==> config.mk <==
export PLATFORM = sky130hd
export DESIGN_NAME = spi_load_sequencer
export DESIGN_NICKNAME = d
export VERILOG_FILES = /design/src/rtl/spi_load_sequencer.sv
export SDC_FILE = /design/constraint.sdc
export NUM_CORES = 1
export LEC_CHECK = 0
export ABC_AREA = 0
export CAP_MARGIN = 20
export CORE_MARGIN = 1.5
export CORE_UTILIZATION = 55
export CTS_BUF_LIST = sky130_fd_sc_hd__clkbuf_16
export DETAILED_ROUTE_END_ITERATION = 8
export PLACE_DENSITY_LB_ADDON = 0.12
export SYNTH_ARGS = -nofsm -noshare
export SYNTH_HDL_FRONTEND = slang
export SYNTH_SLANG_ARGS = --single-unit
==> constraint.sdc <==
create_clock -name i_wb_clk -period 2.08 [get_ports i_wb_clk]
set_input_delay 0.312 -clock i_wb_clk [delete_from_list [all_inputs] [get_ports i_wb_clk]]
set_output_delay 0.312 -clock i_wb_clk [all_outputs]
set_load 0.02 [all_outputs]
==> src/rtl/spi_load_sequencer.sv <==
// Wishbone master that walks a descriptor table, programming the SPI loader and polling its
// valid flag per job. Optional poll watchdog enabled by SPI_LOAD_SEQ_TIMEOUT_EN.
module spi_load_sequencer #(
  parameter int          N_DESC    = 4,
  parameter logic [31:0] SPI_BASE  = 32'h0000_0000,
  parameter logic [3:0]  SEL_ADDR  = 4'd0,
  parameter logic [3:0]  SEL_MEM   = 4'd1,
  parameter logic [3:0]  SEL_SIZE  = 4'd2,
  parameter logic [3:0]  SEL_START = 4'd3,
  parameter logic [3:0]  SEL_VALID = 4'd4,
  parameter int          POLL_GAP  = 8,
  parameter logic [23:0] TIMEOUT   = 24'hFF_FFFF
) (
  input  logic                      i_wb_clk,
  input  logic                      i_wb_rst_n,
  input  logic                      i_cfg_we,
  input  logic [$clog2(N_DESC)-1:0] i_cfg_idx,
  input  logic [1:0]                i_cfg_field,
  input  logic [31:0]               i_cfg_dat,
  input  logic [$clog2(N_DESC):0]   i_num_jobs,
  input  logic                      i_go,
  input  logic                      i_abort,
  output logic                      o_busy,
  output logic                      o_done,
  output logic                      o_err,
  output logic [$clog2(N_DESC)-1:0] o_job_idx,
  output logic [31:0]               o_wb_adr,
  output logic [31:0]               o_wb_dat,
  output logic                      o_wb_we,
  output logic                      o_wb_cyc,
  input  logic [31:0]               i_wb_rdt,
  input  logic                      i_wb_ack
);
  localparam int IW = $clog2(N_DESC);
  localparam int GW = $clog2(POLL_GAP + 1);

  typedef enum logic [3:0] {
    S_IDLE, S_LOAD, S_WR_ADR, S_WR_MEM, S_WR_SIZE, S_WR_START, S_POLL, S_NEXT, S_DONE
  } state_e;

  state_e                     state_q, state_d, wr_nxt;
  logic [N_DESC-1:0][23:0]    daddr_q;
  logic [N_DESC-1:0][1:0]     dmem_q;
  logic [N_DESC-1:0][17:0]    dsize_q;
  logic [23:0]                cur_addr_q, cur_addr_d;
  logic [1:0]                 cur_mem_q, cur_mem_d;
  logic [17:0]                cur_size_q, cur_size_d;
  logic [IW:0]                job_q, job_d, num_q, num_d;
  logic [GW-1:0]              gap_q, gap_d;
  logic                       cyc_q, cyc_d, we_q, we_d;
  logic [31:0]                adr_q, adr_d, dat_q, dat_d, wr_dat;
  logic [3:0]                 wr_sel;
  logic                       abort_q, abort_d, err_q, err_d, zdone_q, zdone_d;
  logic                       busy, stop, to_hit;

  function automatic logic [31:0] reg_adr(input logic [3:0] sel);
    return SPI_BASE | {12'h0, sel, 16'h0};
  endfunction

`ifdef SPI_LOAD_SEQ_TIMEOUT_EN
  logic [23:0] to_q, to_d;
  logic        unused_ok;
  assign unused_ok = ^{i_wb_rdt[31:1], i_cfg_dat[31:24]};
  assign to_hit    = (state_q == S_POLL) && (to_q == TIMEOUT);
  // Held at zero outside POLL, so every POLL entry starts a fresh count.
  always_comb begin
    to_d = to_q;
    if (state_q != S_POLL)  to_d = '0;
    else if (to_q != TIMEOUT) to_d = to_q + 24'd1;
  end
  always_ff @(posedge i_wb_clk or negedge i_wb_rst_n)
    if (!i_wb_rst_n) to_q <= '0;
    else             to_q <= to_d;
`else
  logic unused_ok;
  assign unused_ok = ^{i_wb_rdt[31:1], i_cfg_dat[31:24], TIMEOUT};
  assign to_hit    = 1'b0;
`endif

  assign busy = (state_q != S_IDLE);
  assign stop = abort_q | i_abort | to_hit;

  always_comb begin
    wr_sel = SEL_ADDR; wr_dat = {8'h0, cur_addr_q}; wr_nxt = S_WR_MEM;
    case (state_q)
      S_WR_MEM:   begin wr_sel = SEL_MEM;   wr_dat = {30'h0, cur_mem_q};  wr_nxt = S_WR_SIZE;  end
      S_WR_SIZE:  begin wr_sel = SEL_SIZE;  wr_dat = {14'h0, cur_size_q}; wr_nxt = S_WR_START; end
      S_WR_START: begin wr_sel = SEL_START; wr_dat = 32'd1;               wr_nxt = S_POLL;     end
      default: ;
    endcase
  end

  always_comb begin
    state_d = state_q; cyc_d = cyc_q; adr_d = adr_q; dat_d = dat_q; we_d = we_q;
    job_d = job_q; num_d = num_q; gap_d = gap_q; err_d = err_q; zdone_d = 1'b0;
    cur_addr_d = cur_addr_q; cur_mem_d = cur_mem_q; cur_size_d = cur_size_q;
    abort_d = abort_q | (busy & i_abort);
    if (cyc_q && i_wb_ack) cyc_d = 1'b0;
    case (state_q)
      S_IDLE: begin
        abort_d = 1'b0;
        if (i_go) begin
          err_d = 1'b0;
          if (i_num_jobs != '0) begin
            num_d = i_num_jobs; job_d = '0; state_d = S_LOAD;
          end else zdone_d = 1'b1;
        end
      end
      S_LOAD: begin
        // Snapshot so cfg writes to the running slot only land on its next LOAD.
        cur_addr_d = daddr_q[job_q[IW-1:0]];
        cur_mem_d  = dmem_q[job_q[IW-1:0]];
        cur_size_d = dsize_q[job_q[IW-1:0]];
        state_d    = S_WR_ADR;
      end
      S_WR_ADR, S_WR_MEM, S_WR_SIZE, S_WR_START: begin
        if (!cyc_q) begin
          if (!stop) begin cyc_d = 1'b1; we_d = 1'b1; adr_d = reg_adr(wr_sel); dat_d = wr_dat; end
        end else if (i_wb_ack) state_d = wr_nxt;
      end
      S_POLL: begin
        if (!cyc_q) begin
          if (!stop) begin
            if (gap_q == GW'(POLL_GAP - 1)) begin
              cyc_d = 1'b1; we_d = 1'b0; adr_d = reg_adr(SEL_VALID); dat_d = '0; gap_d = '0;
            end else gap_d = gap_q + 1'b1;
          end
        end else if (i_wb_ack && i_wb_rdt[0]) state_d = S_NEXT;
      end
      S_NEXT: begin
        job_d   = job_q + 1'b1;
        state_d = ((job_q + 1'b1) == num_q) ? S_DONE : S_LOAD;
      end
      S_DONE:  state_d = S_IDLE;
      default: state_d = S_IDLE;
    endcase
    // Abort/timeout only takes effect once no bus cycle is left open.
    if (busy && (state_q != S_DONE) && stop && (!cyc_q || i_wb_ack)) begin
      state_d = S_IDLE; cyc_d = 1'b0; err_d = 1'b1; abort_d = 1'b0; gap_d = '0;
    end
  end

  always_ff @(posedge i_wb_clk or negedge i_wb_rst_n) begin
    if (!i_wb_rst_n) begin
      state_q <= S_IDLE; daddr_q <= '0; dmem_q <= '0; dsize_q <= '0;
      cur_addr_q <= '0; cur_mem_q <= '0; cur_size_q <= '0;
      job_q <= '0; num_q <= '0; gap_q <= '0;
      cyc_q <= 1'b0; we_q <= 1'b0; adr_q <= '0; dat_q <= '0;
      abort_q <= 1'b0; err_q <= 1'b0; zdone_q <= 1'b0;
    end else begin
      state_q <= state_d;
      cur_addr_q <= cur_addr_d; cur_mem_q <= cur_mem_d; cur_size_q <= cur_size_d;
      job_q <= job_d; num_q <= num_d; gap_q <= gap_d;
      cyc_q <= cyc_d; we_q <= we_d; adr_q <= adr_d; dat_q <= dat_d;
      abort_q <= abort_d; err_q <= err_d; zdone_q <= zdone_d;
      if (i_cfg_we) begin
        case (i_cfg_field)
          2'd0:    daddr_q[i_cfg_idx] <= i_cfg_dat[23:0];
          2'd1:    dmem_q[i_cfg_idx]  <= i_cfg_dat[1:0];
          2'd2:    dsize_q[i_cfg_idx] <= i_cfg_dat[17:0];
          default: ;
        endcase
      end
    end
  end

  assign o_busy    = busy;
  assign o_done    = (state_q == S_DONE) | zdone_q;
  assign o_err     = err_q;
  assign o_job_idx = job_q[IW-1:0];
  assign o_wb_adr  = adr_q;
  assign o_wb_dat  = dat_q;
  assign o_wb_we   = we_q;
  assign o_wb_cyc  = cyc_q;
endmodule

Yosys cells after proc, flatten, opt, wreduce, memory -nomap -nowiden. Cells that the tools add are included.

Multiplexer cells: 69. Divide/modulo/power cells: 0. Reductions and logical operators: 27. $lt $le $gt $ge: 3. Multiply operators: 0. $add $sub $neg: 2. Bitwise operators: 4. Shifts and indexed selects: 0. Equal/unequal tests: 28.

Operator list (number): $mux 32 (10); $pmux 32 s2 (2); $bwmux 96 (1); $bwmux 72 (1); $pmux 24 s3 (1); $mux 4 (13); $bmux 24 s2 (1); $demux 24 s2 (1); $mux 24 (2); $bmux 18 s2 (1); $demux 18 s2 (1); $mux 18 (2); $eq 4x3->1 const B (5); $mux 1 (20); $pmux 4 s5 (1); $ne 3x3->1 const B (6); $ne 2x2->1 const B (7); $reduce_and 6->1 (2); $reduce_bool 2->1 (5); $pmux 3 s3 (1); $reduce_and 3->1 (3); $bwmux 8 (1); $eq 4x2->1 const B (2); $reduce_and 2->1 (4); 28 further kinds (40).

Memories kept: 0. ROM bits: 0. Bits in latches: 0. Bits in writable memories: 0. Word-level logic and storage cells: 159. Flip-flop bits (word level): 303.

Depth between registers and ports, before layout.
Depth in word-level cells: 7. Gate-level depth with buffers: 7. Depth with buffers taken out: 5.

Least setup slack after synthesis. OpenSTA, ideal clock, no wires.

Path type: reg-to-reg. From: register job_q[0]. To: register cur_addr_q[0]. Buffers on the path: 2. Setup slack: 0.237 ns. Library setup time: 0.125 ns. Stages on the path, launching flop included: 5. Arrival time: 1.719 ns. Cell sequence: dfrtp_1 -> buf_2 -> buf_2 -> mux4_2 -> mux2_2.

Cells in the longest elaborated chain, start to end: 2.

RTL lines: from (decl) (RTL line 48) `logic [IW:0] job_q, job_d, num_q, num_d;`; from (signal assigned) (RTL line 153) `job_q <= job_d; num_q <= num_d; gap_q <= gap_d;`; $bmux 24 s2 (RTL line 111) `cur_addr_d = daddr_q[job_q[IW-1:0]];`; $mux 24 (not written as such) (RTL line 111); to (signal assigned) (RTL line 152) `cur_addr_q <= cur_addr_d; cur_mem_q <= cur_mem_d; cur_size_q <= cur_size_d;`; to (decl) (RTL line 45) `logic [23:0] cur_addr_q, cur_addr_d;`.

No other way between the ends. The select of a mux whose other input is x is not followed. A chain may end at the register's enable or synchronous reset.

Final worst setup path.
From: register cyc_q, in the netlist o_wb_cyc. To: output o_wb_cyc.

RTL lines: from (decl) (RTL line 50) `logic cyc_q, cyc_d, we_q, we_d;`; from (signal assigned) (RTL line 154) `cyc_q <= cyc_d; we_q <= we_d; adr_q <= adr_d; dat_q <= dat_d;`; to (decl) (RTL line 30) `output logic o_wb_cyc,`.

No word-level cell between the ends.

==> metrics <==
max_slew headroom 0.514; clock network power share 0.261; ys async rst share 1.00; Seq cells post-synth 266; CP max stage delay 0.66 ns; worst vdd ir 0.764 mV; WL per Instance 21.1 um; Synth Area in Compound Gates 0.0519; ys flop type dfrtp_1; TNS Setup 0 ns; Post-Route WL 25600 um; CTS max path bufs 3; Clock Sinks 266; initial antenna violation count 0; synthesized instance count 825; setup violators final 0; post-synthesis sequential area ratio 0.554; row count 53; total grt overflow 0; core area 21200 um^2; count of different cell masters after synthesis 52; Net Switching 5.11 mW; max_cap viols 0; Pre-antenna DRT Iters 4; worst setup margin 0.0788 ns; Die Area 22700 um^2; HP Class in2async; power per cell area 1210 nW/um^2; RSZ-0062 raised after global routing false; LEAKAGE 6.13 nW; total power 17.0 mW; share of cells above drive strength 1 0.252; slowest cell on the critical path clkdlybuf4s50_1; final worst path period share 0.962; Clock Root Buffer clkbuf_16; Post-Route Skew 0.00641 ns; critical path, cell by cell clkdlybuf4s50_1; P&R area growth vs syn 16.9%; Post-Synth Simple-Gate Area 0.0486; GRT Util Overall 0.240; clk_lat worst skew 0.53 ns; CP bufs+invs 1; dpl hpwl 16200 um; Worst Setup Start Kind register; Synth Warn # 0; Mapped Area 12000 um^2; io pins 148; via count 7081; first-pass GRT wire length 41500 um; fin util 0.662; Worst Setup End Kind output pin; Synth Area in Adders 0.00208; dpl ws 0.0265 ns; Routability Congestion 0.801; TritonCTS buffer count 28; logic gate share of total power 0.289; status complete, no violations; Fillers 1542; CP top delay family buffers and inverters; placed cell count 1157; Final Hold Slack 0.322 ns; vias per cell 5.85; post-place instance area 13200 um^2; DIE HEIGHT 151 um; most frequent cells in the layout dfrtp_1 (263), mux2_1 (129), mux2_2 (92), clkdlybuf4s50_1 (68), mux4_2 (44); Initial Utilization 0.566; antenna viol nets, final 0; largest family of logic cells by synthesized area multiplexers; Post-synth EDFFs 0; H-tree Lvls 1; Internal 11.9 mW; Worst EP arrival 1.69 ns; mux share of post-synthesis cell area 0.294; Flop pwr share 0.449; DR DRC count 0; largest net degree at the start of global routing 65; Avg Inst Size Synth 14.6 um^2; most common cell after layout, fill and taps aside dfrtp_1; min Tclk post-route 2.00 ns; final instance area 14000 um^2; nets@finish 995; crit path kind reg2out; # diodes 0; Worst-Margin Slew 0.725 ns; Die W 151 um; Reg clk slew, reported paths 0.06 ns; port buffer count 71; f_max 500 MHz; Finished Layout Cells 1211; vias in the first global route 7634; Max Fanout on Critical Path 7; Synth Area in XOR/XNOR 0.00479; CTS tree built; switch share 0.301; Final Hold Viols 0; WP data required 1.77 ns; 1st-iter DRT viols 320; Final Max Slew Viols 0
worst reg2reg max path, stage by stage (launching register included):
cell and delay (ns):
dfrtp_1 0.40, buf_6 0.18, or4_4 0.60, nor3_2 0.28, mux2i_1 0.24, nor2_1 0.06
kinds of logic after synthesis:
logic type,after synthesis
adders and majority gates,2
xor gates and xnor gates,5
DFF,266
AOI/OAI and AO/OA,88
and+or+nand+nor,100
muxes,270
buffers and inverters,93
other,1
synthesized netlist by cell type (2+ instances only):
cell         n  area, um^2
dfrtp_1    266        6660
clkbuf_1    15        56.3
nor3_1       3        15.0
nor4_4       3        63.8
buf_4       39         293
a21o_1       3        22.5
nor3_2       2        20.0
a21oi_1      6        30.0
nand2_1     34         128
a22oi_1     18         135
ha_1         2        25.0
o21ai_0      5        25.0
xnor2_1      2        17.5
nor4_2       2        25.0
inv_1        4        15.0
mux4_2      44         991
a32o_1       2        20.0
nand3b_1     4        30.0
o21ai_1     19        95.1
nand3_1      7        35.0
buf_2       28         140
or3_1        2        12.5
buf_1        6        22.5
a22o_1      22         193
mux2_1     129        1450
nor2_1      21        78.8
a2bb2oi_1    3        26.3
o31ai_1      2        15.0
xor2_1       2        17.5
a31oi_1      2        12.5
nor2_2       3        18.8
mux2_2      92        1040
nand2b_1     7        43.8
or2_2        3        18.8
o22ai_1      2        12.5
mux2i_1      5        50.1
flip-flops by register name, summed over array words and instances, names as in the netlist, 4 cells and up:
name	count
gap_q	4
state_q	4
o_wb_dat	24
cur_size_q	18
dmem_q	8
cur_addr_q	24
dsize_q	72
daddr_q	96
final cells by class:
type / count / area (um^2) / area share
Sequential cell: 266 / 6660 / 0.474
Multi-Input combinational cell: 502 / 4970 / 0.354
Timing Repair Buffer: 114 / 1240 / 0.0884
Clock buffer: 29 / 726 / 0.0517
Tap cell: 275 / 344 / 0.0245
Clock inverter: 21 / 90.1 / 0.00641
Inverter: 4 / 15.0 / 0.00107
power by group through the flow:
stage / sequential [mW] / combinational (mW) / clock [mW]
after floorplan: 7.67 / 3.03 / 0
after global placement: 7.55 / 4.67 / 0
after detailed placement: 7.71 / 4.86 / 0
after CTS: 7.62 / 4.95 / 4.53
after global routing: 7.81 / 5.30 / 4.76
final: 7.63 / 4.91 / 4.44
repair_timing:
action,4_1_cts,5_1_grt
hold buffers,1,0
endpoints found under the setup margin,2,1
gates resized for setup,12,2
pin swaps,1,0
endpoints found under the hold margin,57,0
setup buffers,3,0
per-layer routing:
layer | GRT usage | vias to the layer above | part of all wire
met5 | 0 | - | 0
met4 | 0.0495 | 0 | 0.013
met3 | 0.0319 | 26 | 0.044
met2 | 0.408 | 171 | 0.51
met1 | 0.333 | 3751 | 0.44
li1 | - | 3133 | -
final timing paths:
| check | to | start | slack [ns] | cells after the start |
|---|---|---|---|---|
| setup / recovery | o_wb_cyc | o_wb_cyc | 0.08 | 1 |
| hold / removal | cur_addr_q[20] | i_wb_rst_n | 0.32 | 2 |
| setup reg to reg | gap_q[0] | state_q[3] | 0.17 | 5 |
| hold reg to reg | dsize_q[44] | dsize_q[44] | 0.48 | 1 |
| max in group asynchronous | job_q[0] | i_wb_rst_n | 1.05 | 3 |
| min in group i_wb_clk | daddr_q[45] | i_cfg_dat[21] | 0.45 | 2 |
(Power assumes the default switching activity.)
